==> src/rtl/adder16_rr_sched_if.sv <==
// Request/response bundle for the shared 16-bit add stage.
// slave = scheduler side, master = requesters plus response consumer.
interface adder16_rr_sched_if #(
  parameter int unsigned NREQ = 4,
  parameter int unsigned IDW  = 2
);
  logic [NREQ-1:0]    req_valid;
  logic [NREQ-1:0]    req_last;
  logic [NREQ*16-1:0] req_x;
  logic [NREQ*16-1:0] req_y;
  logic [NREQ-1:0]    req_ready;
  logic               rsp_valid;
  logic               rsp_ready;
  logic [IDW-1:0]     rsp_id;
  logic [15:0]        rsp_z;
  logic               rsp_last;
  logic               rsp_sign;
  logic               rsp_zero;
  logic               rsp_carry;
  logic               rsp_parity;
  logic               rsp_overflow;

  modport slave (
    input  req_valid, req_last, req_x, req_y, rsp_ready,
    output req_ready, rsp_valid, rsp_id, rsp_z, rsp_last,
           rsp_sign, rsp_zero, rsp_carry, rsp_parity, rsp_overflow
  );

  modport master (
    output req_valid, req_last, req_x, req_y, rsp_ready,
    input  req_ready, rsp_valid, rsp_id, rsp_z, rsp_last,
           rsp_sign, rsp_zero, rsp_carry, rsp_parity, rsp_overflow
  );
endinterface

==> src/rtl/adder16_rr_sched.sv <==
// Round-robin shared 16-bit adder: grant held per packet, carry chained
// across beats, single registered response port tagged with requester id.
module adder16_rr_sched #(
  parameter int unsigned NREQ = 4,
  parameter int unsigned IDW  = 2
) (
  input  logic                clk,
  input  logic                rst_n,
  adder16_rr_sched_if.slave   bus
);

  typedef enum logic {
    IDLE,
    BURST
  } state_e;

  state_e         state_q, state_d;
  logic [IDW-1:0] ptr_q, ptr_d;
  logic [IDW-1:0] grant_q, grant_d;
  logic           carry_q, carry_d;
  logic           zacc_q, zacc_d;

  logic           rsp_valid_q, rsp_valid_d;
  logic [IDW-1:0] rsp_id_q, rsp_id_d;
  logic [15:0]    rsp_z_q, rsp_z_d;
  logic           rsp_last_q, rsp_last_d;
  logic           rsp_sign_q, rsp_sign_d;
  logic           rsp_zero_q, rsp_zero_d;
  logic           rsp_carry_q, rsp_carry_d;
  logic           rsp_parity_q, rsp_parity_d;
  logic           rsp_ovf_q, rsp_ovf_d;

  logic           any_valid;
  logic [IDW-1:0] pick;
  logic [IDW-1:0] idx;

  logic           ready_grant;
  logic [NREQ-1:0] req_ready_c;
  logic [15:0]    x_sel, y_sel;
  logic           valid_sel, last_sel;
  logic           accept;
  logic [16:0]    sum;
  logic           zacc_new;

  // First valid requester at or above the pointer, wrapping modulo NREQ.
  always_comb begin
    any_valid = 1'b0;
    pick      = '0;
    idx       = '0;
    for (int unsigned i = 0; i < NREQ; i++) begin
      idx = IDW'((32'(ptr_q) + i) % NREQ);
      if (!any_valid && bus.req_valid[idx]) begin
        any_valid = 1'b1;
        pick      = idx;
      end
    end
  end

  assign ready_grant = (state_q == BURST) && (!rsp_valid_q || bus.rsp_ready);

  always_comb begin
    x_sel       = '0;
    y_sel       = '0;
    valid_sel   = 1'b0;
    last_sel    = 1'b0;
    req_ready_c = '0;
    for (int unsigned i = 0; i < NREQ; i++) begin
      if (IDW'(i) == grant_q) begin
        x_sel          = bus.req_x[i*16 +: 16];
        y_sel          = bus.req_y[i*16 +: 16];
        valid_sel      = bus.req_valid[i];
        last_sel       = bus.req_last[i];
        req_ready_c[i] = ready_grant;
      end
    end
  end

  assign accept   = ready_grant && valid_sel;
  assign sum      = {1'b0, x_sel} + {1'b0, y_sel} + {16'b0, carry_q};
  assign zacc_new = zacc_q && (sum[15:0] == 16'h0000);

  always_comb begin
    state_d      = state_q;
    ptr_d        = ptr_q;
    grant_d      = grant_q;
    carry_d      = carry_q;
    zacc_d       = zacc_q;
    rsp_valid_d  = rsp_valid_q;
    rsp_id_d     = rsp_id_q;
    rsp_z_d      = rsp_z_q;
    rsp_last_d   = rsp_last_q;
    rsp_sign_d   = rsp_sign_q;
    rsp_zero_d   = rsp_zero_q;
    rsp_carry_d  = rsp_carry_q;
    rsp_parity_d = rsp_parity_q;
    rsp_ovf_d    = rsp_ovf_q;

    // Drain first; a same-cycle accept below re-asserts valid.
    if (rsp_valid_q && bus.rsp_ready) begin
      rsp_valid_d = 1'b0;
    end

    case (state_q)
      IDLE: begin
        carry_d = 1'b0;
        zacc_d  = 1'b1;
        if (any_valid) begin
          grant_d = pick;
          state_d = BURST;
        end
      end
      BURST: begin
        if (accept) begin
          rsp_valid_d  = 1'b1;
          rsp_id_d     = grant_q;
          rsp_z_d      = sum[15:0];
          rsp_last_d   = last_sel;
          rsp_sign_d   = sum[15];
          rsp_zero_d   = zacc_new;
          rsp_carry_d  = sum[16];
          rsp_parity_d = ~^sum[15:0];
          rsp_ovf_d    = (x_sel[15] & y_sel[15] & ~sum[15]) |
                         (~x_sel[15] & ~y_sel[15] & sum[15]);
          carry_d      = sum[16];
          zacc_d       = zacc_new;
          if (last_sel) begin
            ptr_d   = (32'(grant_q) == NREQ - 1) ? '0 : grant_q + 1'b1;
            state_d = IDLE;
          end
        end
      end
      default: state_d = IDLE;
    endcase
  end

  always_ff @(posedge clk or negedge rst_n) begin
    if (!rst_n) begin
      state_q      <= IDLE;
      ptr_q        <= '0;
      grant_q      <= '0;
      carry_q      <= 1'b0;
      zacc_q       <= 1'b1;
      rsp_valid_q  <= 1'b0;
      rsp_id_q     <= '0;
      rsp_z_q      <= '0;
      rsp_last_q   <= 1'b0;
      rsp_sign_q   <= 1'b0;
      rsp_zero_q   <= 1'b0;
      rsp_carry_q  <= 1'b0;
      rsp_parity_q <= 1'b0;
      rsp_ovf_q    <= 1'b0;
    end else begin
      state_q      <= state_d;
      ptr_q        <= ptr_d;
      grant_q      <= grant_d;
      carry_q      <= carry_d;
      zacc_q       <= zacc_d;
      rsp_valid_q  <= rsp_valid_d;
      rsp_id_q     <= rsp_id_d;
      rsp_z_q      <= rsp_z_d;
      rsp_last_q   <= rsp_last_d;
      rsp_sign_q   <= rsp_sign_d;
      rsp_zero_q   <= rsp_zero_d;
      rsp_carry_q  <= rsp_carry_d;
      rsp_parity_q <= rsp_parity_d;
      rsp_ovf_q    <= rsp_ovf_d;
    end
  end

  assign bus.req_ready    = req_ready_c;
  assign bus.rsp_valid    = rsp_valid_q;
  assign bus.rsp_id       = rsp_id_q;
  assign bus.rsp_z        = rsp_z_q;
  assign bus.rsp_last     = rsp_last_q;
  assign bus.rsp_sign     = rsp_sign_q;
  assign bus.rsp_zero     = rsp_zero_q;
  assign bus.rsp_carry    = rsp_carry_q;
  assign bus.rsp_parity   = rsp_parity_q;
  assign bus.rsp_overflow = rsp_ovf_q;

endmodule

==> src/flat_wrapper.sv <==
// flat-port wrapper written by rule: the top's interface ports become plain ports
module adder16_rr_sched_flat 
#(
  parameter int unsigned NREQ = 4,
  parameter int unsigned IDW  = 2
)
  (clk, rst_n, bus_req_valid, bus_req_last, bus_req_x, bus_req_y, bus_rsp_ready, bus_req_ready, bus_rsp_valid, bus_rsp_id, bus_rsp_z, bus_rsp_last, bus_rsp_sign, bus_rsp_zero, bus_rsp_carry, bus_rsp_parity, bus_rsp_overflow);
  adder16_rr_sched_if #(.NREQ(NREQ), .IDW(IDW)) bus_i ();
  input  logic clk;
  input  logic rst_n;
  input wire logic [$bits(bus_i.req_valid)-1:0] bus_req_valid;
  input wire logic [$bits(bus_i.req_last)-1:0] bus_req_last;
  input wire logic [$bits(bus_i.req_x)-1:0] bus_req_x;
  input wire logic [$bits(bus_i.req_y)-1:0] bus_req_y;
  input wire logic [$bits(bus_i.rsp_ready)-1:0] bus_rsp_ready;
  output wire logic [$bits(bus_i.req_ready)-1:0] bus_req_ready;
  output wire logic [$bits(bus_i.rsp_valid)-1:0] bus_rsp_valid;
  output wire logic [$bits(bus_i.rsp_id)-1:0] bus_rsp_id;
  output wire logic [$bits(bus_i.rsp_z)-1:0] bus_rsp_z;
  output wire logic [$bits(bus_i.rsp_last)-1:0] bus_rsp_last;
  output wire logic [$bits(bus_i.rsp_sign)-1:0] bus_rsp_sign;
  output wire logic [$bits(bus_i.rsp_zero)-1:0] bus_rsp_zero;
  output wire logic [$bits(bus_i.rsp_carry)-1:0] bus_rsp_carry;
  output wire logic [$bits(bus_i.rsp_parity)-1:0] bus_rsp_parity;
  output wire logic [$bits(bus_i.rsp_overflow)-1:0] bus_rsp_overflow;
  assign bus_i.req_valid = bus_req_valid;
  assign bus_i.req_last = bus_req_last;
  assign bus_i.req_x = bus_req_x;
  assign bus_i.req_y = bus_req_y;
  assign bus_i.rsp_ready = bus_rsp_ready;
  assign bus_req_ready = bus_i.req_ready;
  assign bus_rsp_valid = bus_i.rsp_valid;
  assign bus_rsp_id = bus_i.rsp_id;
  assign bus_rsp_z = bus_i.rsp_z;
  assign bus_rsp_last = bus_i.rsp_last;
  assign bus_rsp_sign = bus_i.rsp_sign;
  assign bus_rsp_zero = bus_i.rsp_zero;
  assign bus_rsp_carry = bus_i.rsp_carry;
  assign bus_rsp_parity = bus_i.rsp_parity;
  assign bus_rsp_overflow = bus_i.rsp_overflow;
  adder16_rr_sched #(.NREQ(NREQ), .IDW(IDW)) u_core (.clk(clk), .rst_n(rst_n), .bus(bus_i));
endmodule
==> config.mk <==
export PLATFORM = sky130hd
export DESIGN_NAME = adder16_rr_sched_flat
export DESIGN_NICKNAME = d
export VERILOG_FILES = /design/src/rtl/adder16_rr_sched_if.sv /design/src/rtl/adder16_rr_sched.sv /design/src/flat_wrapper.sv
export SDC_FILE = /design/constraint.sdc
export NUM_CORES = 1
export LEC_CHECK = 0
export ABC_AREA = 1
export CORE_MARGIN = 2
export CORE_UTILIZATION = 45
export DETAILED_ROUTE_END_ITERATION = 8
export PLACE_DENSITY = 0.95
export SLEW_MARGIN = 30
export SYNTH_ARGS = -nofsm -noshare
export SYNTH_HDL_FRONTEND = slang
export SYNTH_SLANG_ARGS = --single-unit
export TNS_END_PERCENT = 10
==> constraint.sdc <==
create_clock -name clk -period 8.2 [get_ports clk]
set_input_delay 1.23 -clock clk [delete_from_list [all_inputs] [get_ports clk]]
set_output_delay 1.23 -clock clk [all_outputs]
set_load 0.02 [all_outputs]
==> flow_metrics.env, run 1 <==
export IMPL_setup_viol=0
export IMPL_numClockSinks=31
export IMPL_hold_start="u_core.bus.rsp_z[5]"
export IMPL_grt_max_degree=49
export IMPL_maxCapViolCount=0
export IMPL_postSynthCellCount=526
export IMPL_seq_area_frac_synth=0.224
export IMPL_grt_use_total=0.267
export IMPL_critPathRequiredTime_ns=8.34
export IMPL_whs_ns=0.484
export IMPL_rsz0062_at_grt="false"
export IMPL_io_pins=168
export IMPL_hp_class="register to register"
export IMPL_tightest_slew_ns=0.861
export IMPL_die_w_microns=91.8
export IMPL_core_area_sq_mm=0.00761
export IMPL_use_met3=0.0394
export IMPL_holdBufCountCts=0
export IMPL_ctsResizeCount=0
export IMPL_path_clk_slew_ns=0.07
export IMPL_max_freq_mhz=204
export IMPL_critical_path_class="register to register"
export IMPL_critPathCaptureType="register"
export IMPL_antenna_found_initial=0
export IMPL_r2r_setup_slack_ns=3.30
export IMPL_cpMaxStageDelayCell="fa_1"
export IMPL_path_cells="inv_1, ha_1, buf_4, inv_1, nand2_1, inv_2, a22oi_1, o21ai_0, o21ai_0, fa_1, fa_1, nand3b_1, nand2_1, nand2_1, nand2_1, nand3_1, nand3_1, nand2_1, ha_1, xor2_1, xnor2_1, xnor2_1, o21ai_0"
export IMPL_cts_htree_levels=2
export IMPL_routed_wl_mm=11.3
export IMPL_ctsRootBufferMaster="clkbuf_8"
export IMPL_synth_seq_cells=31
export IMPL_path_delay_family="adder cells"
export IMPL_worst_ep_arrival_time_ns=5.04
export IMPL_nets=847
export IMPL_fin_tns_setup_ns=0
export IMPL_die_h_microns=91.8
export IMPL_synthToLayoutAreaGrowth_pct=52.2
export IMPL_via_per_inst=5.44
export IMPL_dieArea_sq_mm=0.00843
export IMPL_yosysUniqueCellTypes=36
export IMPL_period_minus_slack_ns=4.90
export IMPL_crit_top_cell="nand2_1"
export IMPL_layout_drive_gt1_share=0.0501
export IMPL_rows=32
export IMPL_dp_slack_ns=3.27
export IMPL_use_met1=0.313
export IMPL_port_buffers=167
export IMPL_first_iter_violations=210
export IMPL_drc=0
export IMPL_top_usage_layer="met2"
export IMPL_outcome="finished clean"
export IMPL_crit_buf_inv=4
export IMPL_finalCritPeriodShare=0.597
export IMPL_syn_nets=695
export IMPL_final_hold_viol_count=0
export IMPL_cts_inserted_buffers=5
export IMPL_avgSynthCellArea_sq_um=6.60
export IMPL_cts_setup_buffers=0
export IMPL_cts_tree="done"
export IMPL_reg2regPathDepth=23
export IMPL_overflow=0
export IMPL_final_core_util=0.694
export IMPL_grt_util_met2=0.497
export IMPL_final_max_slew_viol_count=0
export IMPL_clk_latency_ns=0.29
export IMPL_antenna_left=0
export IMPL_via_count=4245
export IMPL_grt_pass1_wl_mm=18.5
export IMPL_grt_pass1_vias=4103
export IMPL_wl_per_cell_microns=14.5
export IMPL_cts_buffer_depth=2
export IMPL_fin_worst_skew_ns=0.0102
export IMPL_hpwl_mm=9.33
export IMPL_gp_congestion=0.932
export IMPL_reg2reg_to="u_core.bus.rsp_parity"
export IMPL_crit_path_max_incr_delay_ns=0.50
export IMPL_setup_slack_ns=3.30
export IMPL_worstHoldEndpoint="u_core.bus.rsp_z[5]"
export IMPL_startpoint_type="register"
export IMPL_cp_depth=23
export IMPL_synth_warnings=0
export IMPL_diodes=0
export IMPL_dr_pass1_iters=5
export IMPL_reg2reg_from="u_core.grant_q[1]"
export IMPL_slew_limit_headroom=0.426
export IMPL_min_path_cells=2
export IMPL_initial_core_util=0.456
export IMPL_synth_area_sq_mm=0.00347
export IMPL_worstPathMaxFanout=35
[final cells by class]
type                    instances  area (sq um)
clock buffers                   7          96.3
clock inverters                 1          7.51
fillers                       642          2330
inverters                      44           165
multi-input cells             424          2400
flip-flops and latches         31           777
well taps                     102           128
repair buffers                172          1710
[registers in the layout (all words and copies together) (netlist names)]
register and count:
u_core.bus.rsp_overflow 1, u_core.bus.rsp_zero 1, u_core.carry_q 1, u_core.bus.rsp_valid 1
u_core.grant_q 2, u_core.state_q 1, u_core.zacc_q 1, u_core.bus.rsp_sign 1
u_core.bus.rsp_last 1, u_core.bus.rsp_carry 1, u_core.bus.rsp_id 2, u_core.bus.rsp_parity 1
u_core.bus.rsp_z 15, u_core.ptr_q 2
[placed cells by master, fill, tap and decap left out, types with 5 or more instances in the layout]
master,count
o21ai_0,25
clkbuf_8,7
inv_2,5
dfrtp_1,30
o21ai_1,19
a221oi_1,13
nand3b_1,6
buf_4,5
nand3_1,22
o21ai_2,5
xnor2_1,12
o31ai_1,13
clkdlybuf4s50_1,167
a22oi_1,18
ha_1,28
nor2_1,50
inv_1,39
a21oi_1,34
nand2_1,147
[metrics by stage]
stage	instance area (sq um)	cells
4_1_cts	5280	781
3_5_place_dp	5180	773
2_1_floorplan	3470	526
6_report	5280	781
5_1_grt	5280	781
3_3_place_gp	5180	773
[worst max-delay path by stage]
stage / startpoint / end / slack (ns)
final: u_core.grant_q[1] / u_core.bus.rsp_parity / 3.30
after global routing: u_core.grant_q[1] / u_core.bus.rsp_parity / 2.95
after CTS: u_core.grant_q[1] / u_core.bus.rsp_parity / 3.38
after detailed placement: bus_req_y[16] / u_core.bus.rsp_parity / 3.27
after global placement: bus_req_y[16] / u_core.bus.rsp_parity / 3.45
after floorplan: bus_req_y[16] / u_core.bus.rsp_parity / 4.19
[metal layers]
| layer | share of wire | vias to the layer above | routed length, microns |
|---|---|---|---|
| li1 | - | 2085 | - |
| met1 | 0.40 | 1952 | 4560 |
| met2 | 0.51 | 184 | 5760 |
| met4 | 0.023 | 0 | 261 |
| met5 | 0 | - | 0 |
| met3 | 0.065 | 24 | 739 |
[synthesized netlist by cell type]
master	number	share of area
inv_1	39	0.042
xor2_1	3	0.0076
inv_2	5	0.0054
buf_6	1	0.0032
nor3_1	3	0.0043
nand4_1	2	0.0036
a21boi_0	1	0.0022
buf_2	14	0.020
o21a_1	4	0.0087
a221oi_1	13	0.033
a22o_1	3	0.0076
a21oi_1	34	0.049
o21ai_0	25	0.036
o31ai_1	13	0.028
nor2_4	1	0.0032
nand3_2	1	0.0029
nand2_2	4	0.0072
xor2_2	1	0.0047
nor2_1	50	0.054
nand2_1	147	0.16
ha_1	28	0.10
buf_1	2	0.0022
o21ai_1	19	0.027
nand3b_1	6	0.013
a31oi_1	1	0.0018
xnor2_1	12	0.030
o21ai_2	5	0.013
or2_2	3	0.0054
nand3_1	22	0.032
a22oi_1	18	0.039
clkbuf_1	9	0.0097
dfstp_2	1	0.0076
dfrtp_1	30	0.22
o21bai_1	3	0.0065
buf_4	1	0.0022
fa_1	2	0.012
[cell families (layout without fill, tap and decap cells)]
family	Yosys count	after routing	share of synthesized area
flops	31	31	0.224
compound gates	139	139	0.252
buf+inv	71	224	0.0851
xor+xnor	16	16	0.0425
fa+ha+maj	30	30	0.112
simple gates	239	239	0.284
[worst min-delay path, cell delays in order, from the launching register on]
cell	delay, ns
dfrtp_1	0.34
nand2_1	0.05
o21ai_0	0.06
Power of run 1 is left out: the tool's default activity adds up to more than one toggle a clock period on the data nets, which glitch-free logic cannot reach.
==> inputs of run 2 (changes only) <==
--- a/config.mk
+++ b/config.mk
@@ -7,9 +7,9 @@
 export LEC_CHECK = 0
 export ABC_AREA = 1
 export CORE_MARGIN = 2
-export CORE_UTILIZATION = 45
+export CORE_UTILIZATION = 38
 export DETAILED_ROUTE_END_ITERATION = 8
-export PLACE_DENSITY = 0.95
+export PLACE_DENSITY = 0.86
 export SLEW_MARGIN = 30
 export SYNTH_ARGS = -nofsm -noshare
 export SYNTH_HDL_FRONTEND = slang
==> constraint.sdc (replaced) <==
create_clock -name clk -period 3.97 [get_ports clk]
set_input_delay 0.5955 -clock clk [delete_from_list [all_inputs] [get_ports clk]]
set_output_delay 0.5955 -clock clk [all_outputs]
set_load 0.02 [all_outputs]
==> run 2 against run 1 <==
Compared with the run above: first-iteration DRC count shrank 1.4%; non-clock buffer count is 25 higher; sequential share of layout area down 0.96 points; final cell count rose by 4.0%; worst hold slack better by 0.0084 ns; fmax grew 30%; routed wire length is 10% higher; final area is 7.2% higher; largest cell class unchanged.
==> flow_metrics.env, run 2 (synthesis gave the netlist of run 1 again) <==
export IMPL_cts_inserted_buffers=5
export IMPL_dieArea_sq_mm=0.00991
export IMPL_cts_htree_levels=2
export IMPL_hold_start="u_core.bus.rsp_z[3]"
export IMPL_setup_slack_ns=0.214
export IMPL_clk_latency_ns=0.29
export IMPL_period_minus_slack_ns=3.76
export IMPL_nFillCells=764
export IMPL_slew_limit_headroom=0.536
export IMPL_final_hold_viol_count=0
export IMPL_synthToLayoutAreaGrowth_pct=63.0
export IMPL_via_per_inst=5.24
export IMPL_fin_worst_skew_ns=0.00480
export IMPL_outcome="finished clean"
export IMPL_critPathCaptureType="register"
export IMPL_numClockSinks=31
export IMPL_via_count=4254
export IMPL_hp_class="register to register"
export IMPL_setup_viol=0
export IMPL_diodes=0
export IMPL_reg2reg_from="u_core.grant_q[0]"
export IMPL_cts_buffer_depth=2
export IMPL_first_iter_violations=207
export IMPL_ctsRootBufferMaster="clkbuf_8"
export IMPL_critical_path_class="register to register"
export IMPL_tightest_slew_ns=0.694
export IMPL_grt_use_total=0.243
export IMPL_grt_max_degree=45
export IMPL_startpoint_type="register"
export IMPL_dr_pass1_iters=4
export IMPL_path_clk_slew_ns=0.07
export IMPL_r2r_setup_slack_ns=0.21
export IMPL_initial_core_util=0.394
export IMPL_final_max_slew_viol_count=0
export IMPL_wl_per_cell_microns=15.4
export IMPL_max_freq_mhz=266
export IMPL_overflow=0
export IMPL_gp_congestion=0.891
export IMPL_dp_slack_ns=-0.140
export IMPL_worstPathMaxFanout=5
export IMPL_port_buffers=167
export IMPL_finalCritPeriodShare=0.946
export IMPL_die_w_microns=99.6
export IMPL_regArea_sq_um=778
export IMPL_antenna_found_initial=0
export IMPL_hpwl_mm=10.3
export IMPL_worst_ep_arrival_time_ns=3.90
export IMPL_nets=872
export IMPL_maxCapViolCount=0
export IMPL_reg2reg_to="u_core.bus.rsp_parity"
export IMPL_grt_pass1_wl_mm=19.4
export IMPL_core_area_sq_mm=0.00881
export IMPL_cts_tree="done"
export IMPL_reg2regPathDepth=21
export IMPL_final_common_cell="clkdlybuf4s50_1"
export IMPL_rows=34
export IMPL_min_path_cells=2
export IMPL_grt_pass1_vias=4127
export IMPL_layout_common_cells="clkdlybuf4s50_1 (167), nand2_1 (140), nor2_1 (48), inv_1 (36), a21oi_1 (30)"
export IMPL_worstHoldEndpoint="u_core.bus.rsp_z[3]"
export IMPL_die_h_microns=99.6
export IMPL_largest_reg_flops=15
export IMPL_critPathRequiredTime_ns=4.12
export IMPL_drc=0
export IMPL_routed_wl_mm=12.5
export IMPL_antenna_left=0
export IMPL_multi_input_area_sq_mm=0.00254
export IMPL_layout_drive_gt1_share=0.134
export IMPL_io_pins=168
## run 2: cell count changes in the layout (fill, tap and decap cells not counted), sizes merged
| cell | change |
|---|---|
| buf | +25 |
| clkinvlp | -1 |
| clkbuf | +1 |
## run 2: metal layers
layer / vias up / track usage / part of all wire
li1: 2132 / - / -
met1: 1936 / 0.286 / 0.41
met2: 163 / 0.444 / 0.51
met3: 23 / 0.0415 / 0.058
met4: 0 / 0.0854 / 0.025
met5: - / 0 / 0
## run 2: area by class of cell
cell class / instances / area share
flip-flops and latches: 31 / 0.138
multi-input cells: 424 / 0.450
inverters: 44 / 0.0296
well taps: 108 / 0.0239
repair buffers: 197 / 0.342
clock buffers: 8 / 0.0177
## run 2: stage by stage
stage | util | std cells | instance area [sq um] | setup TNS (ns) | hold slack [ns]
6_report | 0.643 | 812 | 5660 | 0 | 0.492
3_3_place_gp | 0.603 | 796 | 5310 | -0.0696 | 0.466
4_1_cts | 0.617 | 805 | 5430 | 0 | 0.494
5_1_grt | 0.643 | 812 | 5660 | -0.0165 | 0.505
2_1_floorplan | - | 526 | 3470 | 0 | 0.300
3_5_place_dp | 0.603 | 796 | 5310 | -0.140 | 0.478
## run 2: worst max-delay path by stage
| stage | startpoint | slack, ns | depth (start not counted) | end |
|---|---|---|---|---|
| 2_1_floorplan | u_core.grant_q[1] | 0.03 | 22 | u_core.bus.rsp_parity |
| 3_3_place_gp | bus_req_y[16] | -0.07 | 18 | u_core.bus.rsp_parity |
| 3_5_place_dp | bus_req_y[16] | -0.14 | 18 | u_core.bus.rsp_parity |
| 4_1_cts | u_core.grant_q[0] | 0.01 | 21 | u_core.bus.rsp_parity |
| 5_1_grt | u_core.grant_q[0] | -0.02 | 21 | u_core.bus.rsp_parity |
| 6_report | u_core.grant_q[0] | 0.21 | 21 | u_core.bus.rsp_parity |
## run 2: timing repair
item	in CTS	in global routing
resized for setup	4	49
pin swaps	0	17
setup endpoints to repair	1	2
setup buffers	1	7
hold buffers	0	0
gates cloned	0	0
## run 2: worst max-delay path, stage by stage (launching register included)
cell and delay [ns]:
dfrtp_2 0.45, inv_2 0.09, ha_1 0.18, nand2_2 0.09
inv_4 0.10, a22oi_1 0.09, a21oi_1 0.24, a21oi_1 0.10
fa_2 0.38, fa_2 0.34, nand3b_1 0.17, nand2_2 0.10
nand2_1 0.07, nand2_2 0.08, nand2_1 0.05, nand2_1 0.07
xnor2_1 0.16, ha_1 0.31, xnor2_2 0.18, xnor2_1 0.15
xnor2_1 0.13, o21ai_1 0.07
Power of run 2 is left out for the same reason.
==> inputs of run 3 (changes only) <==
--- a/config.mk
+++ b/config.mk
@@ -7,9 +7,11 @@
 export LEC_CHECK = 0
 export ABC_AREA = 1
 export CORE_MARGIN = 2
-export CORE_UTILIZATION = 38
+export CORE_UTILIZATION = 39
+export CTS_BUF_LIST = sky130_fd_sc_hd__clkbuf_2 sky130_fd_sc_hd__clkbuf_4 sky130_fd_sc_hd__clkbuf_8
 export DETAILED_ROUTE_END_ITERATION = 8
-export PLACE_DENSITY = 0.86
+export HOLD_SLACK_MARGIN = 0.1
+export PLACE_DENSITY = 0.88
 export SLEW_MARGIN = 30
 export SYNTH_ARGS = -nofsm -noshare
 export SYNTH_HDL_FRONTEND = slang
==> run 3 against run 2 <==
Compared with the run above: sequential cell count is the same; fmax shrank 0.78%; non-clock buffer count shrank 2; critical path depth shrank 3; final cell count shrank 0.25%; worst hold slack lost 0.012 ns; register-to-register slack lost 0.03 ns; highest routed layer unchanged; sequential share of layout area grew 0.17 points; die area shrank 2.5%; count of clock-buffer cells in the layout is the same; worst setup slack lost 0.030 ns; routed wire length grew 2.7%; largest cell class unchanged.
==> flow_metrics.env, run 3 (synthesis gave the netlist of run 1 again) <==
export IMPL_synthToLayoutAreaGrowth_pct=61.1
export IMPL_reg2reg_to="u_core.bus.rsp_parity"
export IMPL_die_w_microns=98.3
export IMPL_critPathRequiredTime_ns=4.11
export IMPL_finalCritPeriodShare=0.954
export IMPL_cts_inserted_buffers=5
export IMPL_clk_latency_ns=0.28
export IMPL_period_minus_slack_ns=3.79
export IMPL_path_clk_slew_ns=0.07
export IMPL_diodes=0
export IMPL_rows=34
export IMPL_port_buffers=167
export IMPL_die_h_microns=98.3
export IMPL_grt_use_total=0.257
export IMPL_critPathCaptureType="register"
export IMPL_instances_no_fill=810
export IMPL_hp_class="input pin to asynchronous set/reset pin"
export IMPL_startpoint_type="register"
export IMPL_initial_core_util=0.400
export IMPL_routed_wl_mm=12.8
export IMPL_cts_buffer_depth=2
export IMPL_r2r_setup_slack_ns=0.18
export IMPL_slew_limit_headroom=0.490
export IMPL_final_max_slew_viol_count=0
export IMPL_wl_per_cell_microns=15.8
export IMPL_reg2regPathDepth=18
export IMPL_holdBufCountCts=0
export IMPL_nets=870
export IMPL_dp_slack_ns=-0.179
export IMPL_setup_slack_ns=0.184
export IMPL_largest_reg_flops=15
export IMPL_final_common_cell="clkdlybuf4s50_1"
export IMPL_worst_ep_arrival_time_ns=3.92
export IMPL_fin_worst_skew_ns=0.00693
export IMPL_dr_pass1_iters=5
export IMPL_final_hold_viol_count=0
export IMPL_path_cells="buf_4, ha_2, inv_1, o21ai_0, a21oi_1, a21oi_1, fa_2, fa_2, nand3b_1, nand2_2, a31oi_2, or2_2, nand2_1, ha_1, xor2_1, xnor2_1, xnor2_1, o21ai_0"
export IMPL_fin_tns_setup_ns=0
export IMPL_dieArea_sq_mm=0.00967
export IMPL_antenna_found_initial=0
export IMPL_critical_path_class="register to register"
export IMPL_placed_cells=796
export IMPL_setup_viol=0
export IMPL_via_per_inst=5.30
export IMPL_first_iter_violations=238
export IMPL_io_pins=168
export IMPL_via_count=4290
export IMPL_numClockSinks=31
export IMPL_tightest_slew_ns=0.757
export IMPL_reg2reg_from="u_core.grant_q[1]"
export IMPL_layout_common_cells="clkdlybuf4s50_1 (167), nand2_1 (143), nor2_1 (50), inv_1 (37), dfrtp_1 (29)"
export IMPL_layout_drive_gt1_share=0.121
export IMPL_core_area_sq_mm=0.00868
export IMPL_gp_congestion=0.988
export IMPL_worstPathMaxFanout=5
export IMPL_grt_max_degree=45
export IMPL_grt_pass1_wl_mm=20.3
export IMPL_cts_htree_levels=2
export IMPL_maxCapViolCount=0
export IMPL_drc=0
export IMPL_grt_pass1_vias=4325
export IMPL_ctsRootBufferMaster="clkbuf_8"
export IMPL_antenna_left=0
export IMPL_crit_path_max_incr_delay_ns=0.41
export IMPL_crit_path_start="u_core.grant_q[1]"
export IMPL_cts_tree="done"
export IMPL_hpwl_mm=10.5
export IMPL_outcome="finished clean"
export IMPL_cpMaxStageDelayCell="dfrtp_1"
export IMPL_max_freq_mhz=264
export IMPL_overflow=0
run 3: metrics by stage:
stage | hold WS [ns] | util | area, sq um
finish | 0.481 | 0.644 | 5590
global route | 0.478 | 0.644 | 5590
CTS | 0.473 | 0.624 | 5420
detailed placement | 0.469 | 0.612 | 5310
global placement | 0.464 | 0.612 | 5310
floorplan | 0.300 | - | 3470
run 3: timing repair:
action / 4_1_cts / 5_1_grt
pin swaps: 0 / 9
setup endpoints to repair: 1 / 1
gates resized for setup: 5 / 34
buffers inserted: 0 / 6
gates cloned: 0 / 0
run 3: worst max-delay path by stage:
stage / endpoint / slack [ns]
floorplan: u_core.bus.rsp_parity / 0.03
global placement: u_core.bus.rsp_parity / -0.03
detailed placement: u_core.bus.rsp_parity / -0.18
CTS: u_core.bus.rsp_parity / 0.03
global route: u_core.bus.rsp_parity / -0.01
finish: u_core.bus.rsp_parity / 0.18
run 3: critical path, delay by kind of cell, from the launching register on:
family / cells / cell delay [ns]
fa+ha+maj: 4 / 1.19
compound gates: 5 / 0.54
buf+inv: 2 / 0.32
xor+xnor: 3 / 0.49
flops: 1 / 0.41
simple gates: 4 / 0.69
run 3: routing by layer:
layer  up-vias  share of wire  track usage
met3        22          0.063       0.0336
met5         -              0            0
li1       2129              -            -
met2       189           0.51        0.482
met1      1950           0.40        0.304
met4         0          0.021       0.0759
run 3: cell type report:
cell class                 instances  area [sq um]
clock buffer                       8          91.3
fill                             754          3090
inverter                          44           168
multi-input combinational        424          2520
sequential                        31           778
tap                              108           135
timing repair buffer             195          1900
Power of run 3 is left out for the same reason.
